<file path="src/rtl/cyt_rdma_deadlock_report_ctrl.sv">
// cyt_rdma_deadlock_report_ctrl: round-robin deadlock monitor collector with hold filter and report channel
module cyt_rdma_deadlock_report_ctrl #(
  parameter int NUM_MON = 8,
  parameter int HOLD_CYCLES = 1024,
  localparam int IDX_W = (NUM_MON > 1) ? $clog2(NUM_MON) : 1
) (
  input  logic               clock,
  input  logic               reset,
  input  logic [NUM_MON-1:0] mon_block,
  input  logic               enable,
  input  logic               clear,
  output logic               report_valid,
  input  logic               report_ready,
  output logic [IDX_W-1:0]   report_idx,
  output logic [31:0]        report_time,
  output logic               deadlock,
  output logic [NUM_MON-1:0] reported_mask,
  output logic [15:0]        false_alarms
);
  localparam logic [1:0] IDLE = 2'd0, WATCH = 2'd1, CONFIRM = 2'd2, REPORT = 2'd3;
  logic [1:0]         state;
  logic [IDX_W-1:0]   rr_ptr, cand_idx, pick, j;
  logic [15:0]        hold_cnt;
  logic [31:0]        cycle_cnt;
  logic [NUM_MON-1:0] eligible;
  // scanning downward lets the smallest offset from rr_ptr win
  always_comb begin
    eligible = mon_block & ~reported_mask;
    pick = '0;
    j = '0;
    for (int i = NUM_MON - 1; i >= 0; i--) begin
      j = IDX_W'((int'(rr_ptr) + i) % NUM_MON);
      if (eligible[j]) pick = j;
    end
  end
  always_ff @(posedge clock) begin
    if (reset) begin
      state <= IDLE;
      rr_ptr <= '0;
      cand_idx <= '0;
      hold_cnt <= '0;
      cycle_cnt <= '0;
      report_valid <= 1'b0;
      report_idx <= '0;
      report_time <= '0;
      deadlock <= 1'b0;
      reported_mask <= '0;
      false_alarms <= '0;
    end else begin
      cycle_cnt <= cycle_cnt + 32'd1;
      if (clear) begin
        reported_mask <= '0;
        deadlock <= 1'b0;
      end
      case (state)
        IDLE: if (enable) state <= WATCH;
        WATCH: begin
          if (!enable) state <= IDLE;
          else if (|eligible) begin
            cand_idx <= pick;
            hold_cnt <= 16'd1;
            state <= CONFIRM;
          end
        end
        CONFIRM: begin
          if (!enable || clear) begin
            hold_cnt <= '0;
            state <= enable ? WATCH : IDLE;
          end else if (!mon_block[cand_idx]) begin
            false_alarms <= false_alarms + {15'd0, false_alarms != 16'hFFFF};
            hold_cnt <= '0;
            state <= WATCH;
          end else if (hold_cnt == 16'(HOLD_CYCLES - 1)) begin
            report_idx <= cand_idx;
            report_time <= cycle_cnt;
            report_valid <= 1'b1;
            state <= REPORT;
          end else hold_cnt <= hold_cnt + 16'd1;
        end
        REPORT: begin
          if (report_ready) begin
            if (!clear) begin
              reported_mask[cand_idx] <= 1'b1;
              deadlock <= 1'b1;
            end
            rr_ptr <= IDX_W'((int'(cand_idx) + 1) % NUM_MON);
            report_valid <= 1'b0;
            state <= enable ? WATCH : IDLE;
          end
        end
        default: state <= IDLE;
      endcase
    end
  end
endmodule

</file>
<file path="config.mk">
export PLATFORM = sky130hd
export DESIGN_NAME = cyt_rdma_deadlock_report_ctrl
export DESIGN_NICKNAME = d
export VERILOG_FILES = /design/src/rtl/cyt_rdma_deadlock_report_ctrl.sv
export SDC_FILE = /design/constraint.sdc
export NUM_CORES = 1
export LEC_CHECK = 0
export CORE_ASPECT_RATIO = 1.4
export CORE_MARGIN = 4
export CORE_UTILIZATION = 50
export CTS_CLUSTER_SIZE = 28
export DETAILED_ROUTE_END_ITERATION = 12
export PLACE_DENSITY = 0.76
export REMOVE_ABC_BUFFERS = 1
export SYNTH_ARGS = -nofsm -noshare
export SYNTH_HDL_FRONTEND = slang
export SYNTH_SLANG_ARGS = --single-unit
</file>
<file path="constraint.sdc">
create_clock -name clock -period 2.4 [get_ports clock]
set_input_delay 0.72 -clock clock [delete_from_list [all_inputs] [get_ports clock]]
set_output_delay 0.72 -clock clock [all_outputs]
set_load 0.02 [all_outputs]
</file>
* After elaboration in Yosys (flattened, before gate mapping)
Index checks and enable logic that the tools add are counted.
Storage, ports and cells: flip-flop bits (word level) 117, input bits 13, output and inout bits 61, logic and storage cells 123
Cells by class: add/subtract/negate cells 11, order comparisons 10, equality and inequality tests 15, multiplexer cells 57, bitwise logic cells 5, reductions and logical operators 14
Operators with widths (number):
- $mux 16 | 5
- $mux 8 | 5
- $lt 3x4->1 const B | 9
- $add 32x1->32 const B | 1
- $pmux 16 s2 | 1
- $bmux 1 s3 | 9
- $mux 3 | 8
- $mux 1 | 19
- $add 16x1->16 | 1
- $add 16x1->16 const B | 1
- $eq 16x10->1 const B | 1
- $ne 16x16->1 const B | 1
- $mux 2 | 7
- $ne 2x2->1 const B | 7
- $add 3x3->3 const B | 4
- $reduce_and 4->1 | 3
- $and 8x8->8 | 1
- $ne 4x4->1 const B | 2
- $not 8->8 | 1
- $or 8x8->8 | 1
- $pmux 2 s4 | 1
- $reduce_or 8->1 | 1
- $add 3x1->3 const B | 2
- $add 3x2->3 const B | 2
- other kinds (15) | 19

* Logic depth before layout (Yosys ltp)
word-level depth 12, mapped depth 11, depth with buffers taken out 11

* Worst setup path before layout
No wires, ideal clock.
path kind flip-flop to flip-flop, start reg rr_ptr[1], end reg cand_idx[0], library setup time 88 ps, arrival time 2545 ps, required time 2312 ps, path slack -233 ps, cell stages (with the launch flop) 11, buffers on the path 2, period minus slack after synthesis 2633 ps, cell sequence dfxtp_1 -> inv_1 -> clkbuf_1 -> ha_1 -> buf_1 -> mux4_2 -> a211oi_2 -> nand2b_1 -> a21o_1 -> a21oi_1 -> nor4_2
On the way: longest elaborated chain between the ends 11, elaborated cells between the ends (all ways) 31, classes of those cells add/sub (7); mux (24)
Ends and longest elaborated chain:
- start: declaration | RTL line 22 | logic [IDX_W-1:0] rr_ptr, cand_idx, pick, j;
- start signal: assignment | RTL line 86 | rr_ptr <= IDX_W'((int'(cand_idx) + 1) % NUM_MON);
- $add 3x3->3 | RTL line 32 | j = IDX_W'((int'(rr_ptr) + i) % NUM_MON);
- $bmux 1 s3 | RTL line 33 | if (eligible[j]) pick = j;
- $mux 1 (not written as such) | RTL line 33
- $mux 3 (7 in a row) | RTL line 33
- $mux 3 (*) | RTL line 33
- end signal: assignment | RTL line 60 | cand_idx <= pick;
- end: declaration | RTL line 22
Mark *: on every way between the ends. The rest lies on a longest branch, timed or not. The select of a mux whose other input is x is not followed. A chain may end at the register's enable or synchronous reset.

* Worst setup path in the final report
start in mon_block[1], end reg hold_cnt[13]
On the way: longest elaborated chain between the ends 5, elaborated cells between the ends (all ways) 10, classes of those cells eq/ne (2); mux (5); bitwise (1); reduce/logical (2)
Ends and longest elaborated chain:
- start: declaration | RTL line 9 | input logic [NUM_MON-1:0] mon_block,
- $bmux 1 s3 | RTL line 69 | end else if (!mon_block[cand_idx]) begin
- $mux 1 (not written as such) | RTL line 69
- $mux 16 | RTL line 69
- $mux 16 | RTL line 66 | if (!enable || clear) begin
- $pmux 16 s2 | RTL line 55 | case (state)
- end signal: assignment | RTL line 78 | end else hold_cnt <= hold_cnt + 16'd1;
- end: declaration | RTL line 23 | logic [15:0] hold_cnt;
Several ways; a longest one is shown, not always the timed one. The select of a mux whose other input is x is not followed.

==> impl_metrics.ini <==
[timing]
tightest_slew_ns = 0.471
setup_viol = 0
final.min_clock_period_ns = 2.37
skew_ns = 0.00813
slew_viol_final = 0
rsz0062_at_grt = yes
fin_ws_ns = 0.0339
hold_violations = 0
max_slew_margin_pct = 68.6
fmax_ghz = 0.423
finalCritPeriodShare_pct = 98.6

[clock_network]
numCtsBuffers = 17
h-tree-depth = 4
ctsHoldBuffers = 0
clock_latency_ns = 0.41
clockBufferDepth = 2
cts-root-buf = clkbuf_16
clk_pin_slew_ns = 0.05
cts.sinks = 117
cts_tree = built

[final_layout]
fillers = 826
areaGrowthSynthToFinish_pct = 40.0
fin_cells = 1000
fin_nets = 868
postLayoutCellArea_um2 = 8060
antenna_cells = 0
layout-drive-gt1-share_pct = 21.0

[power]
irDropWorstVdd_mv = 0.674
p_leak_uw = 0.00303
cellPowerDensity_nw_per_um2 = 645

[grt]
busiest_layer = met2
antenna_found_initial = 0
grt.met1_usage_pct = 24.7
grt_max_degree = 42
grt_pass1_vias = 5776
grt_overflow = 0
gr-usage-met2_pct = 44.5
globalRouteMet3Util_pct = 6.36
track_usage_pct = 23.8
grt_pass1_wl_um = 26200

[floorplan]
io_pins = 74
die_h_um = 135
die-width_um = 98.7
start_util_pct = 51.1
rows = 46
die_area_um2 = 13300
core_area_um2 = 11300

[placement]
portBuffers = 73
dp.cells = 958
place_ws_ns = -0.644
dpl-instance-area_um2 = 7120
gp_congestion = 0.988
dpl.hpwl_um = 11200

[setup_path]
cp-start-kind = input pin
worstSetupPathDepth = 9
critPathArrivalTime_ns = 2.70
end_kind = flip-flop
crit_slowest_cell = o31a_1
crit_family = compound AO/OA/AOI/OAI gates
critPathMaxStageDelay_ns = 0.37
cp_max_fo = 3
reg2reg_depth = 10
path_class = input pin to flip-flop
worst-path-buf-inv = 2
required_ns = 2.73
path_cells = dlygate4sd2_1, nand3b_1, a21oi_2, o31a_1, a221oi_4, buf_6, nand4_1, or3_1, a21oi_1

[route]
first_pass_iters = 5
drc = 0
ant_nets = 0
num_vias = 5607
vias_per_cell = 5.61
routedWlPerCell_um = 15.8
wl_um = 15800
drt_iter0_markers = 189

[synthesis]
synth-async-reset-ratio_pct = 0
synthDistinctLibCells = 62
synthXorXnorAreaFrac_pct = 6.99
ys_ff_latch = 117
yosysSeqAreaShare_pct = 40.7
syn_avg_cell_area_um2 = 8.24
synthSimpleGateAreaFrac_pct = 27.0
syn_inst = 699
yosys_most_used_dff = dfxtp_1
yosysWarnings = 0
synth_compound_area_share_pct = 12.7
netlist_area_um2 = 5760
synth_edf_count = 0
synthMuxAreaShare_pct = 6.36
synth_top_family_by_area = simple AND/OR/NAND/NOR gates
synth_adder_area_share_pct = 2.61

[run]
max_cap_viol_count = 0

[hold_path]
hp-class = flip-flop to flip-flop
min_path_cells = 2

[outcome]
status = completed
-- Yosys cell counts, drive strengths merged, types with 2 or more instances --
| cell type | n | share of area [%] |
|---|---|---|
| dfxtp | 117 | 41 |
| nor2 | 92 | 6.0 |
| nand2 | 78 | 5.1 |
| a21oi | 67 | 5.8 |
| nand3 | 58 | 5.1 |
| xor2 | 31 | 4.7 |
| mux2i | 25 | 4.3 |
| clkbuf | 22 | 1.4 |
| o21ai | 21 | 1.8 |
| nand4 | 15 | 1.6 |
| or3 | 15 | 1.6 |
| xnor2 | 15 | 2.3 |
| buf | 14 | 1.2 |
| inv | 13 | 0.93 |
| and3 | 12 | 1.3 |
| ha | 12 | 2.6 |
| nor2b | 12 | 1.3 |
| nand2b | 11 | 1.2 |
| a211oi | 7 | 1.0 |
| a31oi | 6 | 0.65 |
| nand3b | 6 | 0.78 |
| and4 | 4 | 0.61 |
| mux4 | 4 | 1.6 |
| nor3 | 4 | 0.35 |
| nor4 | 4 | 0.54 |
| or2 | 4 | 0.43 |
| a21o | 3 | 0.39 |
| a21boi | 2 | 0.26 |
| mux2 | 2 | 0.46 |
| o21a | 2 | 0.26 |
| o221ai | 2 | 0.30 |
| o31a | 2 | 0.30 |
-- where the power goes --
part / internal, uW / switching (uW)
combinational: 168 / 189
clock: 2000 / 880
sequential: 1960 / 16.9
-- cells by family after synthesis --
kind of cell	count (synthesis)
AOI/OAI and AO/OA	122
xor gates and xnor gates	46
adders and majority gates	12
buffers and inverters	50
DFF	117
muxes	31
and+or+nand+nor	321
-- path summary, 6_finish.rpt --
check	start	endpoint	slack (ns)
hold / removal	report_time[3]	report_time[3]	0.45
hold reg to reg	report_time[3]	report_time[3]	0.45
setup / recovery	mon_block[1]	hold_cnt[13]	0.03
setup reg to reg	rr_ptr[0]	cand_idx[0]	0.06
-- final cells by class --
cell class	instances	area, um^2	area share, %
Sequential cell	117	2350	29.2
Tap cell	144	180	2.23
Timing Repair Buffer	161	1430	17.7
Clock buffer	19	453	5.62
Multi-Input combinational cell	532	3360	41.7
Inverter	14	57.6	0.714
Clock inverter	13	228	2.82
-- cells in the final DEF, fill, tap and decap left out, drive strengths merged, types with 15 or more instances in the layout --
| master | synthesis | routed |
|---|---|---|
| dfxtp | 117 | 117 |
| nor2 | 92 | 92 |
| buf | 14 | 89 |
| nand2 | 78 | 78 |
| a21oi | 67 | 67 |
| clkdlybuf4s50 | 0 | 62 |
| nand3 | 58 | 58 |
| xor2 | 31 | 31 |
| mux2i | 25 | 25 |
| clkbuf | 22 | 24 |
| o21ai | 21 | 21 |
| nand4 | 15 | 15 |
| or3 | 15 | 15 |
| xnor2 | 15 | 15 |
-- registers in the layout, indices dropped and copies added, names as in the netlist --
register       count
hold_cnt          16
report_valid       1
false_alarms      16
report_time       32
reported_mask      8
rr_ptr             3
state              2
report_idx         3
deadlock           1
cycle_cnt         32
cand_idx           3
-- worst reg2reg max path, stage by stage, from the launching register on --
cell and delay, ns:
dfxtp_4 0.35, buf_6 0.12, ha_4 0.16, nor2b_4 0.12, or2_1 0.26, inv_2 0.09
mux4_2 0.53, o21ai_1 0.14, a31oi_1 0.10, and4b_1 0.28, nor4_2 0.05
-- per-layer routing --
layer / up-vias / part of all wire, % / wire, um
li1: 2720 / - / -
met1: 2685 / 38 / 5940
met2: 165 / 55 / 8660
met3: 37 / 4.4 / 693
met4: 0 / 3.1 / 486
met5: - / 0 / 0
-- metrics by stage --
stage | hold slack [ns] | utilization (%) | power, uW | setup TNS [ns]
2_1_floorplan | 0.426 | - | 2170 | -35.54
4_1_cts | 0.454 | 70.0 | 5230 | 0
6_report | 0.452 | 71.5 | 5210 | 0
3_3_place_gp | 0.438 | 63.2 | 2320 | -27.29
3_5_place_dp | 0.446 | 63.2 | 2340 | -29.80
5_1_grt | 0.473 | 71.5 | 5350 | -0.0298
-- repair_timing --
action | 4_1_cts | 5_1_grt
pin swaps | 15 | 18
setup endpoints to repair | 28 | 27
resized for setup | 32 | 40
buffers inserted | 5 | 7
Power figures use the tool's default switching activity.
